[config.mk]
export PLATFORM = sky130hd
export DESIGN_NAME = rf_latch_wr_seq
export DESIGN_NICKNAME = d
export VERILOG_FILES = /design/src/rtl/rf_pkg.sv /design/src/rtl/rf_onehot_dec.sv /design/src/rtl/rf_latch_wr_seq.sv
export SDC_FILE = /design/constraint.sdc
export NUM_CORES = 1
export LEC_CHECK = 0
export BUFFER_PORTS_ARGS = -buffer_cell sky130_fd_sc_hd__clkbuf_2
export CAP_MARGIN = 25
export CORE_MARGIN = 1.5
export CORE_UTILIZATION = 48
export CTS_CLUSTER_SIZE = 12
export DETAILED_ROUTE_END_ITERATION = 8
export PLACE_DENSITY = 0.8
export SYNTH_ARGS = -nofsm -noshare
export SYNTH_HDL_FRONTEND = slang
export SYNTH_SLANG_ARGS = --single-unit
[constraint.sdc]
create_clock -name clk -period 2.42 [get_ports clk]
set_clock_uncertainty 0.15 [all_clocks]
set_input_delay 0.363 -clock clk [delete_from_list [all_inputs] [get_ports clk]]
set_output_delay 0.363 -clock clk [all_outputs]
set_load 0.005 [all_outputs]
[src/rtl/rf_pkg.sv]
// rtl/rf_pkg.sv - shared types and constants for the latch register file write path
package rf_pkg;

    localparam int RF_W     = 32;
    localparam int RF_AW    = 5;
    localparam int ONEHOT_W = 2 ** RF_AW;

    typedef enum logic [2:0] {
        INIT_SETUP,
        INIT_PULSE,
        IDLE,
        SETUP,
        PULSE
    } rf_wr_state_t;

endpackage

[src/rtl/rf_onehot_dec.sv]
// rtl/rf_onehot_dec.sv - binary to one-hot decoder with enable
module rf_onehot_dec #(
    parameter int AW = 5
) (
    input  logic                en,
    input  logic [AW-1:0]       addr,
    output logic [(2**AW)-1:0]  onehot
);

    always_comb begin
        onehot = '0;
        if (en) begin
            onehot[addr] = 1'b1;
        end
    end

endmodule

[src/rtl/rf_latch_wr_seq.sv]
// rtl/rf_latch_wr_seq.sv - write sequencer driving registered one-hot latch enables
module rf_latch_wr_seq
    import rf_pkg::*;
#(
    parameter int W       = RF_W,
    parameter int AW      = RF_AW,
    parameter bit ZERO_R0 = 1'b1
) (
    input  logic                clk,
    input  logic                a_reset_n,
    input  logic                wr_valid,
    output logic                wr_ready,
    input  logic [AW-1:0]       wr_addr,
    input  logic [W-1:0]        wr_data,
    output logic [(2**AW)-1:0]  lat_en,
    output logic [W-1:0]        lat_data,
    output logic                fwd_valid,
    output logic [AW-1:0]       fwd_addr,
    output logic [W-1:0]        fwd_data,
    output logic                init_done
);

    rf_wr_state_t          state;
    logic [AW-1:0]         init_cnt;
    logic [AW-1:0]         stg_addr;
    logic                  dec_en;
    logic [AW-1:0]         dec_addr;
    logic [(2**AW)-1:0]    dec_onehot;
    logic                  accept;

    // The decoder looks one state ahead so its output lands in lat_en on the PULSE edge.
    always_comb begin
        dec_en   = (state == INIT_SETUP) || (state == SETUP);
        dec_addr = (state == INIT_SETUP) ? init_cnt : stg_addr;
    end

    rf_onehot_dec #(
        .AW(AW)
    ) u_dec (
        .en     (dec_en),
        .addr   (dec_addr),
        .onehot (dec_onehot)
    );

    assign accept   = wr_valid && wr_ready;
    assign fwd_addr = stg_addr;
    assign fwd_data = lat_data;

    always_ff @(posedge clk or negedge a_reset_n) begin
        if (!a_reset_n) begin
            state     <= INIT_SETUP;
            init_cnt  <= '0;
            stg_addr  <= '0;
            lat_en    <= '0;
            lat_data  <= '0;
            wr_ready  <= 1'b0;
            fwd_valid <= 1'b0;
            init_done <= 1'b0;
        end else begin
            case (state)
                INIT_SETUP: begin
                    lat_en <= dec_onehot;
                    state  <= INIT_PULSE;
                end
                INIT_PULSE: begin
                    lat_en <= '0;
                    if (init_cnt != {AW{1'b1}}) begin
                        init_cnt <= init_cnt + 1'b1;
                        state    <= INIT_SETUP;
                    end else begin
                        init_done <= 1'b1;
                        wr_ready  <= 1'b1;
                        state     <= IDLE;
                    end
                end
                IDLE: begin
                    lat_en <= '0;
                    // Writes to x0 are swallowed here; the sweep already zeroed it.
                    if (accept && !(ZERO_R0 && (wr_addr == '0))) begin
                        stg_addr  <= wr_addr;
                        lat_data  <= wr_data;
                        fwd_valid <= 1'b1;
                        wr_ready  <= 1'b0;
                        state     <= SETUP;
                    end
                end
                SETUP: begin
                    lat_en <= dec_onehot;
                    state  <= PULSE;
                end
                PULSE: begin
                    lat_en    <= '0;
                    fwd_valid <= 1'b0;
                    wr_ready  <= 1'b1;
                    state     <= IDLE;
                end
                default: begin
                    lat_en <= '0;
                    state  <= INIT_SETUP;
                end
            endcase
        end
    end

endmodule

* After elaboration in Yosys (flattened, before gate mapping) *
Cells that the tools add are included.

storage, ports and cells
  word-level logic and storage cells = 47
  output and inout bits = 104
  register bits = 80

cells by class
  equality and inequality tests = 7
  muxes and demuxes = 13
  reduce and logical (&&, ||, !) cells = 15
  bitwise operators = 1
  magnitude comparators = 2
  add/subtract/negate cells = 1

operators by type and width
  cell                   count
  $mux W32               2
  $pmux W3 S5            1
  $reduce_and A2 Y1      4
  $eq A3 B2 Y1 const B   2
  $lt A5 B6 Y1 const B   1
  $add A5 B1 Y5 const B  1
  $demux W1 S5           1
  $ge A5 B1 Y1 const B   1
  $logic_not A5 Y1       1
  $mux W5                1
  $ne A5 B5 Y1 const B   1
  $mux W1                4
  $ne A2 B2 Y1 const B   2
  $eq A3 B1 Y1 const B   1
  $eq A3 B3 Y1 const B   1
  $logic_and A1 B1 Y1    3
  $logic_not A3 Y1       1
  $mux W3                1
  $pmux W1 S3            1
  $reduce_and A3 Y1      1
  $reduce_bool A3 Y1     1
  $mux W2                1
  $pmux W1 S2            1
  $reduce_bool A2 Y1     1
  other kinds (4)        4

* Depth between registers and ports, before layout *
Gate-level depths: netlist (run 1).

  depth after elaboration = 8
  gate-level depth with buffers = 6

* Modules after synthesis *
A second synthesis (run 1) with hierarchy kept.

second synthesis, totals
  cells, all modules = 275
  area total of the unflattened synthesis = 3465.8 sq um

by module, submodules not included
  module           cells each  instances  sequential area each (sq um)  area an instance (sq um)
  rf_latch_wr_seq  228         1          2001.9                        3235.6
  rf_onehot_dec    47          1          0.0                           230.2

* Worst setup path before layout (run 1) *
OpenSTA, ideal clock, no wires.

  path kind = flip-flop to flip-flop
  from = reg init_cnt[0]
  to = reg init_cnt[1]
  path buffers = 0
  setup slack = 388 ps
  arrival time = 1757 ps
  clock period less this slack = 2032 ps
  cell stages (with the launch flop) = 6
  required time = 2145 ps
  cells stage by stage = dfrtp_1 ha_1 and3_1 ha_1 nor4b_2 mux2_2

on the way
  cells in the longest elaborated chain, start to end = 2
  elaborated cells on any way between the ends = 3

RTL lines
  element                                                                RTL line               source
  start, declared                                                        rf_latch_wr_seq.sv:24  logic [AW-1:0] init_cnt;
  start signal, assigned                                                 rf_latch_wr_seq.sv:68  init_cnt <= init_cnt + 1'b1;
  parallel branches: the longest is 2 deep, another holds $add A5 B1 Y5  --

Several ways; the timed one is not identified.
A chain may end at the register's enable or synchronous reset.

* Worst setup path in the final report (run 1) *
  from = reg init_cnt[1]
  to = reg init_cnt[1]

The elaborated chain is that of the path after synthesis.

==> metrics.csv, run 1 <==
metric,value,unit
Nets,411,
data required time of the worst path,2510,ps
Clock Root Buffer,sky130_fd_sc_hd__clkbuf_8,
setup slack after placement,239,ps
synth warn,0,
largest family of logic cells by synthesized area,multiplexers,
die footprint,7630,um2
grt total ovfl,0,
total number of clock tree sinks,80,
wire length of the first global-routing pass,10800,um
area added between synthesis and finish,23.8,%
Hold Crit Endpoint,fwd_data[24],
GRT Resource Usage Total,18.5,%
largest area contributor in the synthesized netlist,sky130_fd_sc_hd__dfrtp_1,
Via-to-Cell Ratio,4.96,
iteration-0 DRC count of the detailed router,91,
CP Capture Type,flip-flop,
total wire length after detailed routing,6760,um
post-synthesis sequential area ratio,58.6,%
number of search-and-repair iterations in the first detailed-routing pass,6,
count of buffers added by post-CTS timing repair for setup,0,
worst min-delay path startpoint,wr_data[24],
initial antenna violation count,0,
clock tree from TritonCTS,yes,
Max Freq,0.452,GHz
clock network latency to the later pin of the worst-skew pair,350,ps
"Cell Area, Placed",4040,um2
final setup margin,210,ps
worst hold-check slack,89.2,ps
crit start category,flip-flop,
Unique masters post-synth,39,
vertical die dimension,87.4,um
Clock Path Buffers,2,
final non-filler cell area,4230,um2
number of nets with antenna violations after routing,0,
ratio of final minimum period to clock period,91.3,%
adder-cell area share of the yosys netlist,0.732,%
result of the run,"complete, no violations",
number of CTS-inserted buffers,9,
Synth Area in Compound Gates,3.84,%
"Clk pin slew, worst setup/hold paths",90,ps
xor/xnor share of the synthesized area,1.03,%
detailed placer's ending HPWL,4870,um
final setup TNS,0,ps
cell area after synthesis,3420,um2
"Arr. time, crit path",2300,ps
total power per unit cell area,547,nW/um2
vias in the first global route,2262,
max-slew violations,0,
"commonest non-fill, non-tap cells in the layout","sky130_fd_sc_hd__clkbuf_2, sky130_fd_sc_hd__dfrtp_1, sky130_fd_sc_hd__nor3_1, sky130_fd_sc_hd__mux2_2, sky130_fd_sc_hd__mux2_4",
fraction of synthesized area in multiplexers,16.4,%
RR Endpoint,init_cnt[1],
weighted congestion at the end of routability-driven global placement,0.791,
register-to-register setup slack,210,ps
WL/cell,14.4,um
number of synthesized flops with an enable pin,0,
die width,87.4,um
number of I/O pins,144,
leakage power,2.26,nW
synth top area cells,"sky130_fd_sc_hd__dfrtp_1, sky130_fd_sc_hd__mux2_4, sky130_fd_sc_hd__buf_4, sky130_fd_sc_hd__mux2_2, sky130_fd_sc_hd__nor3_1",
Layout fillers,569,
Layout Utilization,61.9,%
Starting Density,50.0,%
R2R Path Start,init_cnt[1],
simple-gate share of the synthesized area,10.1,%
worst hold path stage count,2,
most frequent standard cell in the layout excluding fill and tap cells,sky130_fd_sc_hd__clkbuf_2,
Port-buffer cells,143,
hold violation count in the final report,0,
standard cell core area,6830,um2
Seq. cell area,2000,um2
FF-to-FF path depth,5,
tightest slew margin relative to the limit,51.1,%
classification of the worst setup path,flip-flop to flip-flop,
pin count of the biggest net entering global routing,48,
critical-path maximum fanout,7,
fraction of registers with async set or reset after synthesis,100,%
flop and latch count out of synthesis,80,
min-delay worst type,input pin to flip-flop,
portion of synthesized cell area occupied by the leading cell type,58.6,%
count of antenna diodes in the layout,0,
total number of vias,2331,
post-synthesis average cell area,13.8,um2
total number of H-tree levels,3,
max cap viols,0,
layout cell share with drive strength beyond 1,57.0,%
area of the multi-input gates,1100,um2
worst ir drop on vdd,0.000257,V
synthesized instance count,248,
setup repair after global routing missed its margin,no,
total of endpoints with negative setup slack in the final report,0,
DR DRC count,0,
worst slew pin tran,734,ps
placement row count,30,
minimum period implied by the final worst setup slack,2210,ps
most instantiated flip-flop cell in the synthesis netlist,sky130_fd_sc_hd__dfrtp_1,
number of nets in the synthesized netlist,290,
[per-stage QoR]
stage                     cells  total power, mW
after CTS                   470             2.35
after detailed placement    453             1.43
after global placement      453             1.43
after floorplan             248             1.37
final                       470             2.31
after global routing        470             2.40
[power breakdown]
| part | internal, mW | switching [mW] | leakage, nW | total (mW) |
|---|---|---|---|---|
| Sequential | 1.34 | 0 | 1.09 | 1.34 |
| Clock | 0.392 | 0.520 | 0.0888 | 0.911 |
| Combinational | 0.0287 | 0.0366 | 1.07 | 0.0653 |
| Total | 1.76 | 0.556 | 2.26 | 2.31 |
[area by class of cell]
| class | instances | share of cell area, % |
|---|---|---|
| multi-input cells | 124 | 26.0 |
| flip-flops and latches | 80 | 47.3 |
| repair buffers | 153 | 19.4 |
| clock buffers | 9 | 2.93 |
| clock inverters | 7 | 1.45 |
| inverters | 1 | 0.0887 |
| well taps | 96 | 2.84 |
[synthesized netlist by cell type (2+ instances only)]
master and count:
sky130_fd_sc_hd__buf_2 8, sky130_fd_sc_hd__mux2_4 19, sky130_fd_sc_hd__xnor2_1 3, sky130_fd_sc_hd__mux2_2 21, sky130_fd_sc_hd__ha_1 2, sky130_fd_sc_hd__mux2i_1 4, sky130_fd_sc_hd__nor3b_1 2, sky130_fd_sc_hd__o31ai_1 2
sky130_fd_sc_hd__buf_6 3, sky130_fd_sc_hd__o21ai_0 2, sky130_fd_sc_hd__nor2b_1 4, sky130_fd_sc_hd__o2111ai_1 2, sky130_fd_sc_hd__o221ai_1 2, sky130_fd_sc_hd__buf_4 32, sky130_fd_sc_hd__and3_1 3, sky130_fd_sc_hd__nor3_1 33
sky130_fd_sc_hd__nand2_1 2, sky130_fd_sc_hd__dfrtp_1 80, sky130_fd_sc_hd__nor2_1 3, sky130_fd_sc_hd__nand2b_1 2
[metal layers]
metal | vias to the layer above | global-route usage [%] | part of all wire, % | routed length (um)
met5 | - | 0 | 0 | 0
met1 | 1135 | 23.4 | 44 | 3000
li1 | 1095 | - | - | -
met4 | 0 | 7.50 | 1.4 | 93
met2 | 94 | 30.6 | 49 | 3290
met3 | 7 | 4.45 | 5.5 | 369
[worst max-delay path, cell delays in order, from the launching register on]
cell and delay, ps:
sky130_fd_sc_hd__dfrtp_1 460, sky130_fd_sc_hd__ha_1 230, sky130_fd_sc_hd__and3_1 180, sky130_fd_sc_hd__ha_1 200, sky130_fd_sc_hd__nor4b_2 490, sky130_fd_sc_hd__mux2_2 400
[state kept, by name, summed over array words and instances, names as in the netlist]
| name | flops |
|---|---|
| fwd_data | 32 |
| lat_en | 32 |
| fwd_addr | 5 |
| init_cnt | 5 |
| state | 3 |
| fwd_valid | 1 |
| init_done | 1 |
| wr_ready | 1 |
[kinds of logic after synthesis]
kind of cell,count (synthesis)
DFF,80
and+or+nand+nor,58
buffers and inverters,44
muxes,44
AOI/OAI and AO/OA,16
xor gates and xnor gates,4
adders and majority gates,2
[how the worst max path moves through the flow]
| stage | cells after the start | endpoint | start | slack, ps |
|---|---|---|---|---|
| after global routing | 5 | init_cnt[4] | init_cnt[1] | 70 |
| after detailed placement | 5 | init_cnt[1] | init_cnt[0] | 240 |
| final | 5 | init_cnt[1] | init_cnt[1] | 210 |
| after CTS | 5 | init_cnt[1] | init_cnt[1] | 220 |
| after global placement | 5 | init_cnt[1] | init_cnt[1] | 310 |
| after floorplan | 5 | init_cnt[1] | init_cnt[0] | 390 |
[repair_timing]
item                      in CTS  in global routing
hold buffers                   1                  0
hold endpoints to repair      46                  0
resized for setup              0                  0
Power figures use the tool's default switching activity.
==> inputs of run 2 (changes only) <==
- GPL_TIMING_DRIVEN: default -> 1
- PLACE_DENSITY: 0.8 -> 0.91
- SKIP_LAST_GASP: default -> 1
==> metrics.csv, run 2 (synthesized netlist as in run 1, its figures left out) <==
metric,value,unit
weighted congestion at the end of routability-driven global placement,0.812,
critical-path maximum fanout,5,
most frequent standard cell in the layout excluding fill and tap cells,sky130_fd_sc_hd__clkbuf_2,
CP Capture Type,flip-flop,
net switching power,559,uW
initial antenna violation count,0,
Clock Power Share,39.5,%
vertical die dimension,87.4,um
"Clk pin slew, worst setup/hold paths",90,ps
FF-to-FF path depth,5,
classification of the worst setup path,flip-flop to flip-flop,
detailed placer's ending HPWL,5110,um
number of search-and-repair iterations in the first detailed-routing pass,4,
count of placed standard cells including taps,451,
grt total ovfl,0,
die footprint,7630,um2
non-filler cells in the finished layout,469,
crit start category,flip-flop,
Via-to-Cell Ratio,5.06,
total number of H-tree levels,3,
pin count of the biggest net entering global routing,81,
Layout Utilization,61.9,%
Critical-path top delay cell,sky130_fd_sc_hd__nor4b_2,
total number of clock tree sinks,80,
wire length of the first global-routing pass,11000,um
Layout fillers,553,
WL/cell,15.0,um
final setup margin,227,ps
switching fraction of total power,24.1,%
total of endpoints with negative setup slack in the final report,0,
beginning of the critical path,init_cnt[0],
count of antenna diodes in the layout,0,
tightest slew margin relative to the limit,51.8,%
vias in the first global route,2277,
hold violation count in the final report,0,
"Arr. time, crit path",2270,ps
min-delay worst type,input pin to flip-flop,
worst slew pin tran,723,ps
number of CTS-inserted buffers,9,
Max Freq,0.456,GHz
GRT Resource Usage Total,19.3,%
placement row count,30,
data required time of the worst path,2500,ps
sequential share of power,57.6,%
Starting Density,50.0,%
Comb power frac,2.9,%
"Cell Area, Placed",4010,um2
minimum period implied by the final worst setup slack,2190,ps
max-slew violations,0,
Clock Root Buffer,sky130_fd_sc_hd__clkbuf_8,
list of cells traversed by the critical path,ha_1 -> and3_1 -> ha_1 -> nor4b_2 -> mux2_2,
die width,87.4,um
number of nets with antenna violations after routing,0,
R2R Path Start,init_cnt[0],
RR Endpoint,init_cnt[4],
worst ir drop on vdd,0.000282,V
internal cell power,1.76,mW
total power per unit cell area,548,nW/um2
area of the multi-input gates,1100,um2
total number of vias,2375,
clock network latency to the later pin of the worst-skew pair,350,ps
DR DRC count,0,
"commonest non-fill, non-tap cells in the layout","sky130_fd_sc_hd__clkbuf_2, sky130_fd_sc_hd__dfrtp_1, sky130_fd_sc_hd__nor3_1, sky130_fd_sc_hd__mux2_2, sky130_fd_sc_hd__mux2_4",
max cap viols,0,
number of I/O pins,144,
area added between synthesis and finish,23.8,%
layout cell share with drive strength beyond 1,56.8,%
Nets,410,
Clock Path Buffers,2,
ratio of final minimum period to clock period,90.6,%
final non-filler cell area,4230,um2
setup repair after global routing missed its margin,no,
standard cell core area,6830,um2
CTS resizes,0,
setup slack after placement,237,ps
clock tree from TritonCTS,yes,
Seq. cell area,2000,um2
result of the run,"complete, no violations",
Port-buffer cells,143,
final setup TNS,0,ps
leakage power,2.25,nW
total wire length after detailed routing,7020,um
stage delay of the slowest cell on the critical path,470,ps
iteration-0 DRC count of the detailed router,75,
register-to-register setup slack,230,ps
capture point of the worst path,init_cnt[4],
Critical Path Most Common Cell,sky130_fd_sc_hd__ha_1,
run 2: routing by layer:
metal	wire [um]	global-route usage [%]
met5	0	0
met4	122	8.66
met3	400	4.27
met2	3740	33.1
met1	2760	23.2
run 2: worst min path at each step:
stage	cells past startpoint	start	slack [ps]	end
final	2	wr_data[2]	90	fwd_data[2]
after CTS	1	a_reset_n	40	lat_en[27]
after global placement	1	init_done	300	init_done
after detailed placement	1	init_done	310	init_done
after floorplan	0	a_reset_n	-80	fwd_addr[0]
after global routing	2	wr_data[18]	80	fwd_data[18]
run 2: what timing repair did:
item | CTS | global route
hold buffers | 0 | 1
hold endpoints to repair | 0 | 80
buffers inserted | 0 | 0
run 2: critical path: cells and delay by family, from the launching register on:
kind,cells,cell delay [ps]
adder cells (fa/ha/maj),2,440
flip-flops,1,440
multiplexers,1,400
AND/OR/NAND/NOR,2,650
run 2: power groups by stage:
stage | sequential [mW] | combinational (mW) | clock [mW]
after detailed placement | 1.36 | 0.0617 | 0
after CTS | 1.34 | 0.0622 | 0.946
after global routing | 1.34 | 0.0770 | 1.02
final | 1.34 | 0.0669 | 0.914
after global placement | 1.36 | 0.0589 | 0
after floorplan | 1.36 | 0.00308 | 0
run 2: cell type report:
type                       instances  area share, %
multi-input combinational        124           26.0
sequential                        80           47.3
clock inverter                     7           1.45
inverter                           1         0.0887
clock buffer                       9           2.93
tap                               96           2.84
timing repair buffer             152           19.4
run 2: metrics by stage:
| step | hold WS (ps) | total power [mW] |
|---|---|---|
| finish | 89.0 | 2.32 |
| global route | 77.4 | 2.43 |
| CTS | 41.2 | 2.34 |
| detailed placement | 307 | 1.42 |
| global placement | 302 | 1.42 |
| floorplan | -82.6 | 1.37 |
